===== src/rtl/sc_arb_pkg.sv =====
// Shared types and constants for the two-requester data-memory arbiter.
package sc_arb_pkg;

  typedef enum logic [1:0] {
    OWN_NONE = 2'd0,
    OWN_R0   = 2'd1,
    OWN_R1   = 2'd2
  } owner_t;

  localparam int DEF_AW       = 32;
  localparam int DEF_DW       = 32;
  localparam int DEF_LOCK_MAX = 8;
  localparam int LOCK_CNT_W   = 8;

endpackage


===== src/rtl/sc_arb_rr_pick.sv =====
// Combinational next-owner selection: round-robin with a bounded lock.
// With SC_ARB_CPU_PRIORITY_EN defined, requester 0 wins every contention and overrides requester 1's lock.
module sc_arb_rr_pick
  import sc_arb_pkg::*;
#(
  parameter int LOCK_MAX = DEF_LOCK_MAX
) (
  input  logic [1:0]            req,
  input  logic [1:0]            lock,
  input  owner_t                owner,
  input  logic                  last,
  input  logic [LOCK_CNT_W-1:0] lock_cnt,
  output owner_t                next_owner,
  output logic                  next_last,
  output logic [LOCK_CNT_W-1:0] next_lock_cnt
);

  localparam logic [LOCK_CNT_W-1:0] LOCK_LIMIT = LOCK_CNT_W'(LOCK_MAX - 1);

  logic                  owner_req;
  logic                  owner_lock;
  logic [LOCK_CNT_W-1:0] cnt_inc;

  assign cnt_inc = (lock_cnt == '1) ? lock_cnt : lock_cnt + LOCK_CNT_W'(1);

  always_comb begin
    owner_req     = 1'b0;
    owner_lock    = 1'b0;
    next_owner    = OWN_NONE;
    next_lock_cnt = '0;

    case (owner)
      OWN_R0: begin
        owner_req  = req[0];
        owner_lock = lock[0];
      end
      OWN_R1: begin
        owner_req  = req[1];
        owner_lock = lock[1];
      end
      default: ;
    endcase

`ifdef SC_ARB_CPU_PRIORITY_EN
    if (owner == OWN_R1 && req[0]) owner_lock = 1'b0;
`endif

    if (req == 2'b00) begin
      next_owner    = OWN_NONE;
      next_lock_cnt = '0;
    end else if (owner_req && owner_lock && (lock_cnt < LOCK_LIMIT)) begin
      next_owner    = owner;
      next_lock_cnt = cnt_inc;
    end else if (req == 2'b11) begin
      // last is 1 when R1 was served most recently, so the other side wins the tie
`ifdef SC_ARB_CPU_PRIORITY_EN
      next_owner = OWN_R0;
`else
      next_owner = last ? OWN_R0 : OWN_R1;
`endif
      next_lock_cnt = '0;
    end else begin
      next_owner    = req[0] ? OWN_R0 : OWN_R1;
      next_lock_cnt = (next_owner == owner) ? cnt_inc : '0;
    end

    next_last = (next_owner == OWN_NONE) ? last : (next_owner == OWN_R1);
  end

endmodule


===== src/rtl/sc_dmem_arbiter.sv =====
// Shares the single-port data memory / MMIO space between the CPU (r0) and a loader/debug port (r1).
// Optional macro SC_ARB_CPU_PRIORITY_EN gives r0 strict priority over r1.
module sc_dmem_arbiter
  import sc_arb_pkg::*;
#(
  parameter int AW       = DEF_AW,
  parameter int DW       = DEF_DW,
  parameter int LOCK_MAX = DEF_LOCK_MAX
) (
  input  logic          clock,
  input  logic          reset,
  input  logic          r0_req,
  input  logic          r0_we,
  input  logic [AW-1:0] r0_addr,
  input  logic [DW-1:0] r0_wdata,
  input  logic          r0_lock,
  output logic          r0_gnt,
  output logic          r0_rvalid,
  output logic [DW-1:0] r0_rdata,
  input  logic          r1_req,
  input  logic          r1_we,
  input  logic [AW-1:0] r1_addr,
  input  logic [DW-1:0] r1_wdata,
  input  logic          r1_lock,
  output logic          r1_gnt,
  output logic          r1_rvalid,
  output logic [DW-1:0] r1_rdata,
  output logic [AW-1:0] m_addr,
  output logic [DW-1:0] m_wdata,
  output logic          m_we,
  input  logic [DW-1:0] m_rdata
);

  owner_t                owner_q;
  owner_t                next_owner;
  logic                  last_q;
  logic                  next_last;
  logic [LOCK_CNT_W-1:0] lock_cnt_q;
  logic [LOCK_CNT_W-1:0] next_lock_cnt;
  logic [1:0]            rvalid_q;
  logic [DW-1:0]         rdata0_q;
  logic [DW-1:0]         rdata1_q;
  logic                  owner_we;
  logic                  owner_req;

  sc_arb_rr_pick #(
    .LOCK_MAX(LOCK_MAX)
  ) u_pick (
    .req          ({r1_req, r0_req}),
    .lock         ({r1_lock, r0_lock}),
    .owner        (owner_q),
    .last         (last_q),
    .lock_cnt     (lock_cnt_q),
    .next_owner   (next_owner),
    .next_last    (next_last),
    .next_lock_cnt(next_lock_cnt)
  );

  assign r0_gnt = (owner_q == OWN_R0);
  assign r1_gnt = (owner_q == OWN_R1);

  always_comb begin
    m_addr    = '0;
    m_wdata   = '0;
    owner_we  = 1'b0;
    owner_req = 1'b0;
    case (owner_q)
      OWN_R0: begin
        m_addr    = r0_addr;
        m_wdata   = r0_wdata;
        owner_we  = r0_we;
        owner_req = r0_req;
      end
      OWN_R1: begin
        m_addr    = r1_addr;
        m_wdata   = r1_wdata;
        owner_we  = r1_we;
        owner_req = r1_req;
      end
      default: ;
    endcase
  end

  // owner_req is 0 when nobody owns the bus, so this also implies a grant
  assign m_we = owner_we & owner_req;

  always_ff @(posedge clock) begin
    if (reset) begin
      owner_q    <= OWN_NONE;
      last_q     <= 1'b1;
      lock_cnt_q <= '0;
      rvalid_q   <= 2'b00;
      rdata0_q   <= '0;
      rdata1_q   <= '0;
    end else begin
      owner_q     <= next_owner;
      last_q      <= next_last;
      lock_cnt_q  <= next_lock_cnt;
      rvalid_q[0] <= r0_req & r0_gnt & ~r0_we;
      rvalid_q[1] <= r1_req & r1_gnt & ~r1_we;
      if (rvalid_q[0]) rdata0_q <= m_rdata;
      if (rvalid_q[1]) rdata1_q <= m_rdata;
    end
  end

  // Memory data arrives the cycle after the read; forward it, then hold it
  assign r0_rvalid = rvalid_q[0];
  assign r1_rvalid = rvalid_q[1];
  assign r0_rdata  = rvalid_q[0] ? m_rdata : rdata0_q;
  assign r1_rdata  = rvalid_q[1] ? m_rdata : rdata1_q;

endmodule


===== config.mk =====
export PLATFORM = sky130hd
export DESIGN_NAME = sc_dmem_arbiter
export DESIGN_NICKNAME = d
export VERILOG_FILES = /design/src/rtl/sc_arb_pkg.sv /design/src/rtl/sc_arb_rr_pick.sv /design/src/rtl/sc_dmem_arbiter.sv
export SDC_FILE = /design/constraint.sdc
export NUM_CORES = 1
export LEC_CHECK = 0
export BUFFER_PORTS_ARGS = -buffer_cell sky130_fd_sc_hd__buf_2
export CORE_MARGIN = 5
export CORE_UTILIZATION = 33
export CTS_BUF_LIST = sky130_fd_sc_hd__clkbuf_2 sky130_fd_sc_hd__clkbuf_4 sky130_fd_sc_hd__clkbuf_8
export CTS_CLUSTER_SIZE = 28
export DETAILED_ROUTE_END_ITERATION = 7
export PLACE_DENSITY = 0.74
export SLEW_MARGIN = 20
export SYNTH_ARGS = -nofsm -noshare
export SYNTH_HDL_FRONTEND = slang
export SYNTH_HIERARCHICAL = 1
export SYNTH_SLANG_ARGS = --single-unit

===== constraint.sdc =====
create_clock -name clock -period 5.3 [get_ports clock]
set_clock_uncertainty 0.15 [all_clocks]
set_input_delay 0.53 -clock clock [delete_from_list [all_inputs] [get_ports clock]]
set_output_delay 0.53 -clock clock [all_outputs]
set_load 0.03 [all_outputs]

==> results of run 1 <==
-- metal layers --
metal	wire (µm)	GRT usage (%)	part of all wire (%)
met4	267	4.10	1.8
met5	0	0	0
met2	7380	30.4	49
met1	6020	20.9	40
met3	1310	6.22	8.8
-- final cells by class --
cell class / count / area [µm²] / share of cell area [%]
Antenna cell: 1 / 2.50 / 0.0400
Clock buffer: 10 / 131 / 2.10
Clock inverter: 6 / 111 / 1.78
Inverter: 5 / 18.8 / 0.300
Multi-Input combinational cell: 336 / 2690 / 43.1
Sequential cell: 77 / 1540 / 24.7
Tap cell: 176 / 220 / 3.52
Timing Repair Buffer: 304 / 1530 / 24.5
-- cell families (layout without fill, tap and decap cells) --
group | count (synthesis) | count (layout) | synth area share (%)
AOI/OAI and AO/OA | 89 | 89 | 14.8
xor gates and xnor gates | 3 | 3 | 0.587
other | 0 | 1 | 0
adders and majority gates | 7 | 7 | 1.96
buffers and inverters | 44 | 325 | 6.09
muxes | 66 | 66 | 21.6
DFF | 77 | 77 | 34.4
and+or+nand+nor | 171 | 171 | 20.6
-- final timing paths --
check                            endpoint  depth (start not counted)               startpoint
hold / removal     rvalid_q[1]$_SDFF_PP0_                          2                    r1_we
setup reg to reg        last_q$_SDFF_PP1_                          6    owner_q[0]$_SDFF_PP0_
hold reg to reg   rdata1_q[26]$_SDFF_PP0_                          2  rdata1_q[26]$_SDFF_PP0_
setup / recovery               m_addr[23]                          6    owner_q[1]$_SDFF_PP0_
-- flip-flops by register name, indices dropped and copies added (netlist names) --
name / count
last_q: 1
lock_cnt_q: 8
owner_q: 2
rdata0_q: 32
rdata1_q: 32
rvalid_q: 2
-- power groups by stage --
stage	Sequential [mW]	Combinational, mW	Clock (mW)
2_1_floorplan	0.602	0.180	0
3_3_place_gp	0.602	0.289	0
3_5_place_dp	0.603	0.291	0
4_1_cts	0.589	0.293	0.562
5_1_grt	0.590	0.319	0.587
6_report	0.589	0.295	0.539
-- layout by cell type (no fill, tap or decap), types with 2 or more instances in the layout --
cell type,netlist,routed
and2b_1,7,7
nor3_1,6,6
nand4_1,3,3
nor2_1,67,67
ha_4,0,2
o21ai_0,5,5
mux2_4,60,60
xor2_1,3,3
nand2_1,6,6
or4_4,2,2
buf_2,15,300
a21oi_1,3,3
o211ai_1,2,2
buf_4,1,4
nand2b_1,2,2
dfxtp_2,0,2
ha_1,7,4
inv_1,5,5
mux2i_1,2,2
a22oi_1,65,65
or3_1,2,2
mux2_2,4,4
clkbuf_8,0,9
dfxtp_1,77,75
bufinv_16,0,3
nand3_1,3,3
nor2b_1,67,67
o211a_1,2,2
a211oi_1,9,9
-- critical path, stage by stage, from the launching register on --
cell	delay, ns
dfxtp_1	0.43
inv_1	0.13
ha_2	0.16
buf_4	0.52
a22oi_1	0.24
nor2_1	0.19
buf_2	0.23
==> flow_metrics.py, run 1 <==
metrics = {
    "outcome": {
        "status": "completed",
    },
    "timing": {
        "finalHoldViolCount": 0,
        "setup-tns-final_ns": 0,
        "rsz0062_at_grt": "false",
        "setup_viol": 0,
        "worstMarginPinSlew_ns": 0.830,
        "fmax_ghz": 0.340,
        "worst_hold_slack_ns": 0.191,
        "maxSlewViolCount": 0,
        "fin_crit_sh_pct": 55.5,
        "slew_headroom_pct": 44.6,
        "setup_ws_ns": 2.36,
        "layout_min_cycle_time_ns": 2.94,
    },
    "global_route": {
        "grt_pass1_vias": 4238,
        "gr-usage-all-layers_pct": 17.6,
        "grt_pass1_wl_um": 22800,
        "grt_max_degree": 78,
        "grt-ovfl-total": 0,
        "antenna_found_initial": 1,
    },
    "finish": {
        "area.growth.synth_to_final_pct": 39.6,
        "fillers": 1305,
        "fin_cells": 915,
        "fin_area_um2": 6250,
        "num-nets-final": 908,
        "layout-drive-gt1-share_pct": 53.8,
        "finish.utilization_pct": 47.0,
    },
    "clocking": {
        "clk_latency_ns": 0.36,
        "cts-root-buf": "clkbuf_8",
        "cts_setup_buffers": 0,
        "numCtsBuffers": 9,
        "cts-resized-gates": 0,
        "cts_sinks": 77,
        "htreeDepth": 3,
        "cts_buffer_depth": 2,
        "cts_tree": "yes",
        "path_clk_slew_ns": 0.08,
        "postCtsHoldBufs": 0,
    },
    "setup_path": {
        "crit_type": "flop to primary output",
        "required_ns": 4.62,
        "cp.arrival_ns": 2.26,
        "crit_path_max_fanout": 65,
        "r2r_setup_slack_ns": 2.72,
        "cp-end-kind": "primary output",
        "critPathLaunchType": "flop",
    },
    "logic_synthesis": {
        "synth_edf_count": 0,
        "yosys_warnings": 6,
        "synthArstFlopShare_pct": 0,
        "netlist.area_leader.share_pct": 34.4,
        "yosysSeqAreaShare_pct": 34.4,
        "syn_area_um2": 4480,
        "synth.top_cells.by_count": "dfxtp_1 (77), nor2_1 (67), nor2b_1 (67)",
        "yosys-top-cells-area": "dfxtp_1 (34%), mux2_4 (20%), a22oi_1 (11%), nor2b_1 (9.4%), nor2_1 (5.6%)",
        "synth-seq-cells": 77,
        "synth_area_leader_cell": "dfxtp_1",
        "postSynthCellCount": 457,
        "avgSynthCellArea_um2": 9.80,
        "synth.distinct_cells": 38,
        "synth_most_common_cell": "dfxtp_1",
        "syn-num-nets": 632,
        "ys.flop_type": "dfxtp_1",
    },
    "floorplanning": {
        "core_um2": 13300,
        "top_level_ports": 301,
        "initial_core_util_pct": 33.7,
        "die-area_um2": 16000,
        "die_w_um": 126,
        "num_rows": 42,
        "die_h_um": 126,
    },
    "drt": {
        "ant_nets": 0,
        "drt-total-wl_um": 15000,
        "vias_per_cell": 4.91,
        "firstDrtPassIters": 5,
        "first_iter_violations": 244,
        "wl_per_cell_um": 16.4,
        "route.detailed.drc": 0,
        "vias": 4490,
    },
    "place": {
        "portBuffers": 300,
        "gp_congestion": 0.937,
        "dp_cells": 898,
        "dpl-instance-area_um2": 5990,
        "dp_slack_ns": 2.46,
        "hpwl_um": 11400,
    },
    "power_and_ir_drop": {
        "p_switching_uw": 404,
        "power_switching_share_pct": 28.4,
        "pwr-share-seq_pct": 41.4,
        "p_total_mw": 1.42,
        "power_density_nw_per_um2": 228,
        "leakage_nw": 3.11,
        "p_clk_share_pct": 37.9,
        "irDropWorstVdd_mv": 0.325,
        "power.internal_mw": 1.02,
        "combPwrFrac_pct": 20.7,
    },
    "job": {
        "drv_cap": 0,
    },
    "worst_hold_path": {
        "min_path_type": "primary input to flop",
    },
}
No activity file was read; power rests on OpenSTA's default activity.
==> run 2: changes to the inputs <==
Clock period 5.3 ns to 2.9 ns, I/O delays scaled along.
==> run 2 against run 1 <==
Critical path depth down 1. Flip-flop and latch count unchanged. Non-clock buffer count up 6. Final cell count up 0.55%. Highest routed layer is now met5. Sequential share of layout area about the same. Register-to-register slack worse by 2.4 ns. Largest power group unchanged. Critical endpoint is now m_addr[19]. Utilization about the same.
==> flow_metrics.py, run 2 (synthesis results as in run 1) <==
metrics = {
    "timing": {
        "rsz0062_at_grt": "false",
        "fin_crit_sh_pct": 90.5,
        "fmax_ghz": 0.381,
        "setup-tns-final_ns": 0,
        "layout_min_cycle_time_ns": 2.62,
        "worstMarginPinSlew_ns": 0.746,
        "setup_viol": 0,
        "maxSlewViolCount": 0,
        "slew_headroom_pct": 50.3,
        "finalHoldViolCount": 0,
    },
    "floorplanning": {
        "die_h_um": 126,
        "top_level_ports": 301,
        "num_rows": 42,
        "die-area_um2": 16000,
        "die_w_um": 126,
        "initial_core_util_pct": 33.7,
        "core_um2": 13300,
    },
    "finish": {
        "area.growth.synth_to_final_pct": 39.7,
        "fin_cells": 920,
        "final_cell_mix": "buf_2 (300), dfxtp_1 (75), nor2_1 (67), nor2b_1 (67), a22oi_1 (65)",
        "finish.utilization_pct": 47.0,
        "layout-drive-gt1-share_pct": 53.9,
        "fin_area_um2": 6250,
        "antenna_cells": 0,
        "layout_commonest_cell": "buf_2",
        "largest_registers": "rdata0_q: 32 flops, rdata1_q: 32 flops, lock_cnt_q: 8 flops",
        "num-nets-final": 914,
    },
    "drt": {
        "vias_per_cell": 4.82,
        "first_iter_violations": 272,
        "ant_nets": 0,
        "firstDrtPassIters": 4,
        "route.detailed.drc": 0,
        "wl_per_cell_um": 16.2,
        "vias": 4432,
        "drt-total-wl_um": 14900,
    },
    "global_route": {
        "antenna_found_initial": 1,
        "grt_max_degree": 44,
        "grt_pass1_vias": 4268,
        "grt-ovfl-total": 0,
        "gr-usage-all-layers_pct": 17.2,
        "grt_pass1_wl_um": 22300,
    },
    "power_and_ir_drop": {
        "pwr-share-seq_pct": 45.4,
        "irDropWorstVdd_mv": 0.293,
        "combPwrFrac_pct": 23.2,
        "power_density_nw_per_um2": 379,
        "p_clk_share_pct": 31.4,
        "p_switching_uw": 717,
        "power_switching_share_pct": 30.2,
        "power.internal_mw": 1.66,
        "leakage_nw": 3.12,
    },
    "place": {
        "portBuffers": 300,
        "dpl-instance-area_um2": 6050,
        "dp_cells": 902,
        "gp_congestion": 0.885,
        "hpwl_um": 11500,
    },
    "setup_path": {
        "cp-end-kind": "primary output",
        "critPathLaunchType": "flop",
        "crit_path_max_fanout": 43,
        "crit_type": "flop to primary output",
        "required_ns": 2.46,
        "r2r_setup_slack_ns": 0.37,
        "r2r-start": "owner_q[0]$_SDFF_PP0_",
        "reg2reg_depth": 6,
        "r2r-end": "last_q$_SDFF_PP1_",
        "cp.arrival_ns": 2.18,
    },
    "worst_hold_path": {
        "min_path_type": "primary input to flop",
        "worstHoldEndpoint": "rvalid_q[1]$_SDFF_PP0_",
        "whs_path_depth": 3,
        "hold_start": "r1_req",
    },
    "outcome": {
        "status": "completed",
    },
    "clocking": {
        "cts_tree": "yes",
        "numCtsBuffers": 9,
        "cts_buffer_depth": 2,
        "path_clk_slew_ns": 0.07,
        "cts-resized-gates": 0,
        "cts_setup_buffers": 0,
        "htreeDepth": 3,
        "cts-root-buf": "clkbuf_8",
        "cts_sinks": 77,
        "clk_latency_ns": 0.35,
    },
    "job": {
        "drv_cap": 0,
    },
}
run 2: changes by cell type in the layout (fill, tap and decap cells not counted), moves of 2 or more:
cell           previous run  this run
buf_12                    0         3
bufinv_16                 3         0
clkbuf_4                  1         3
dlygate4sd3_1             0         2
ha_2                      1         3
ha_4                      2         0
run 2: what timing repair did:
item	4_1_cts	5_1_grt
endpoints found under the hold margin	2	0
setup endpoints to repair	0	0
hold buffers	2	0
run 2: routing by layer:
layer	wire [µm]	track usage (%)	up-vias
li1	-	-	2165
met1	5860	20.1	2055
met2	7450	29.9	192
met3	1340	6.39	18
met4	196	3.85	2
met5	13	0	-
run 2: worst max path at each step:
stage,startpoint,end,slack [ns],cells after the start
after floorplan,lock_cnt_q[4]$_SDFF_PP0_,last_q$_SDFF_PP1_,0.48,5
after detailed placement,owner_q[0]$_SDFF_PP0_,last_q$_SDFF_PP1_,0.37,6
after global placement,owner_q[0]$_SDFF_PP0_,last_q$_SDFF_PP1_,0.44,6
after global routing,owner_q[1]$_SDFF_PP0_,m_addr[19],0.11,5
final,owner_q[1]$_SDFF_PP0_,m_addr[19],0.28,5
after CTS,owner_q[1]$_SDFF_PP0_,m_addr[19],0.25,5
run 2: cell type report:
cell class / count / area, µm²
fill: 1310 / 7040
multi-input combinational: 336 / 2670
timing repair buffer: 310 / 1620
sequential: 77 / 1540
tap: 176 / 220
clock buffer: 13 / 160
clock inverter: 3 / 21.3
inverter: 5 / 18.8
run 2: critical path: stages, from the launching register on:
cell and delay [ns]:
dfxtp_1 0.50, ha_2 0.55, buf_12 0.27, a22oi_1 0.15, nor2_1 0.14, buf_2 0.21
run 2: metrics by stage:
| step | hold slack [ns] | total power [mW] | worst slack [ns] |
|---|---|---|---|
| floorplan | 0.218 | 1.43 | 0.484 |
| global placement | 0.341 | 1.64 | 0.440 |
| detailed placement | 0.337 | 1.65 | 0.370 |
| CTS | 0.103 | 2.41 | 0.254 |
| global route | 0.129 | 2.50 | 0.111 |
| finish | 0.133 | 2.37 | 0.276 |
run 2: power by group through the flow:
stage               Clock, mW  Combinational [mW]  Sequential [mW]
floorplan                   0               0.329             1.10
global placement            0               0.543             1.10
detailed placement          0               0.547             1.10
CTS                     0.777               0.552             1.08
global route            0.825               0.596             1.08
finish                  0.745               0.552             1.08
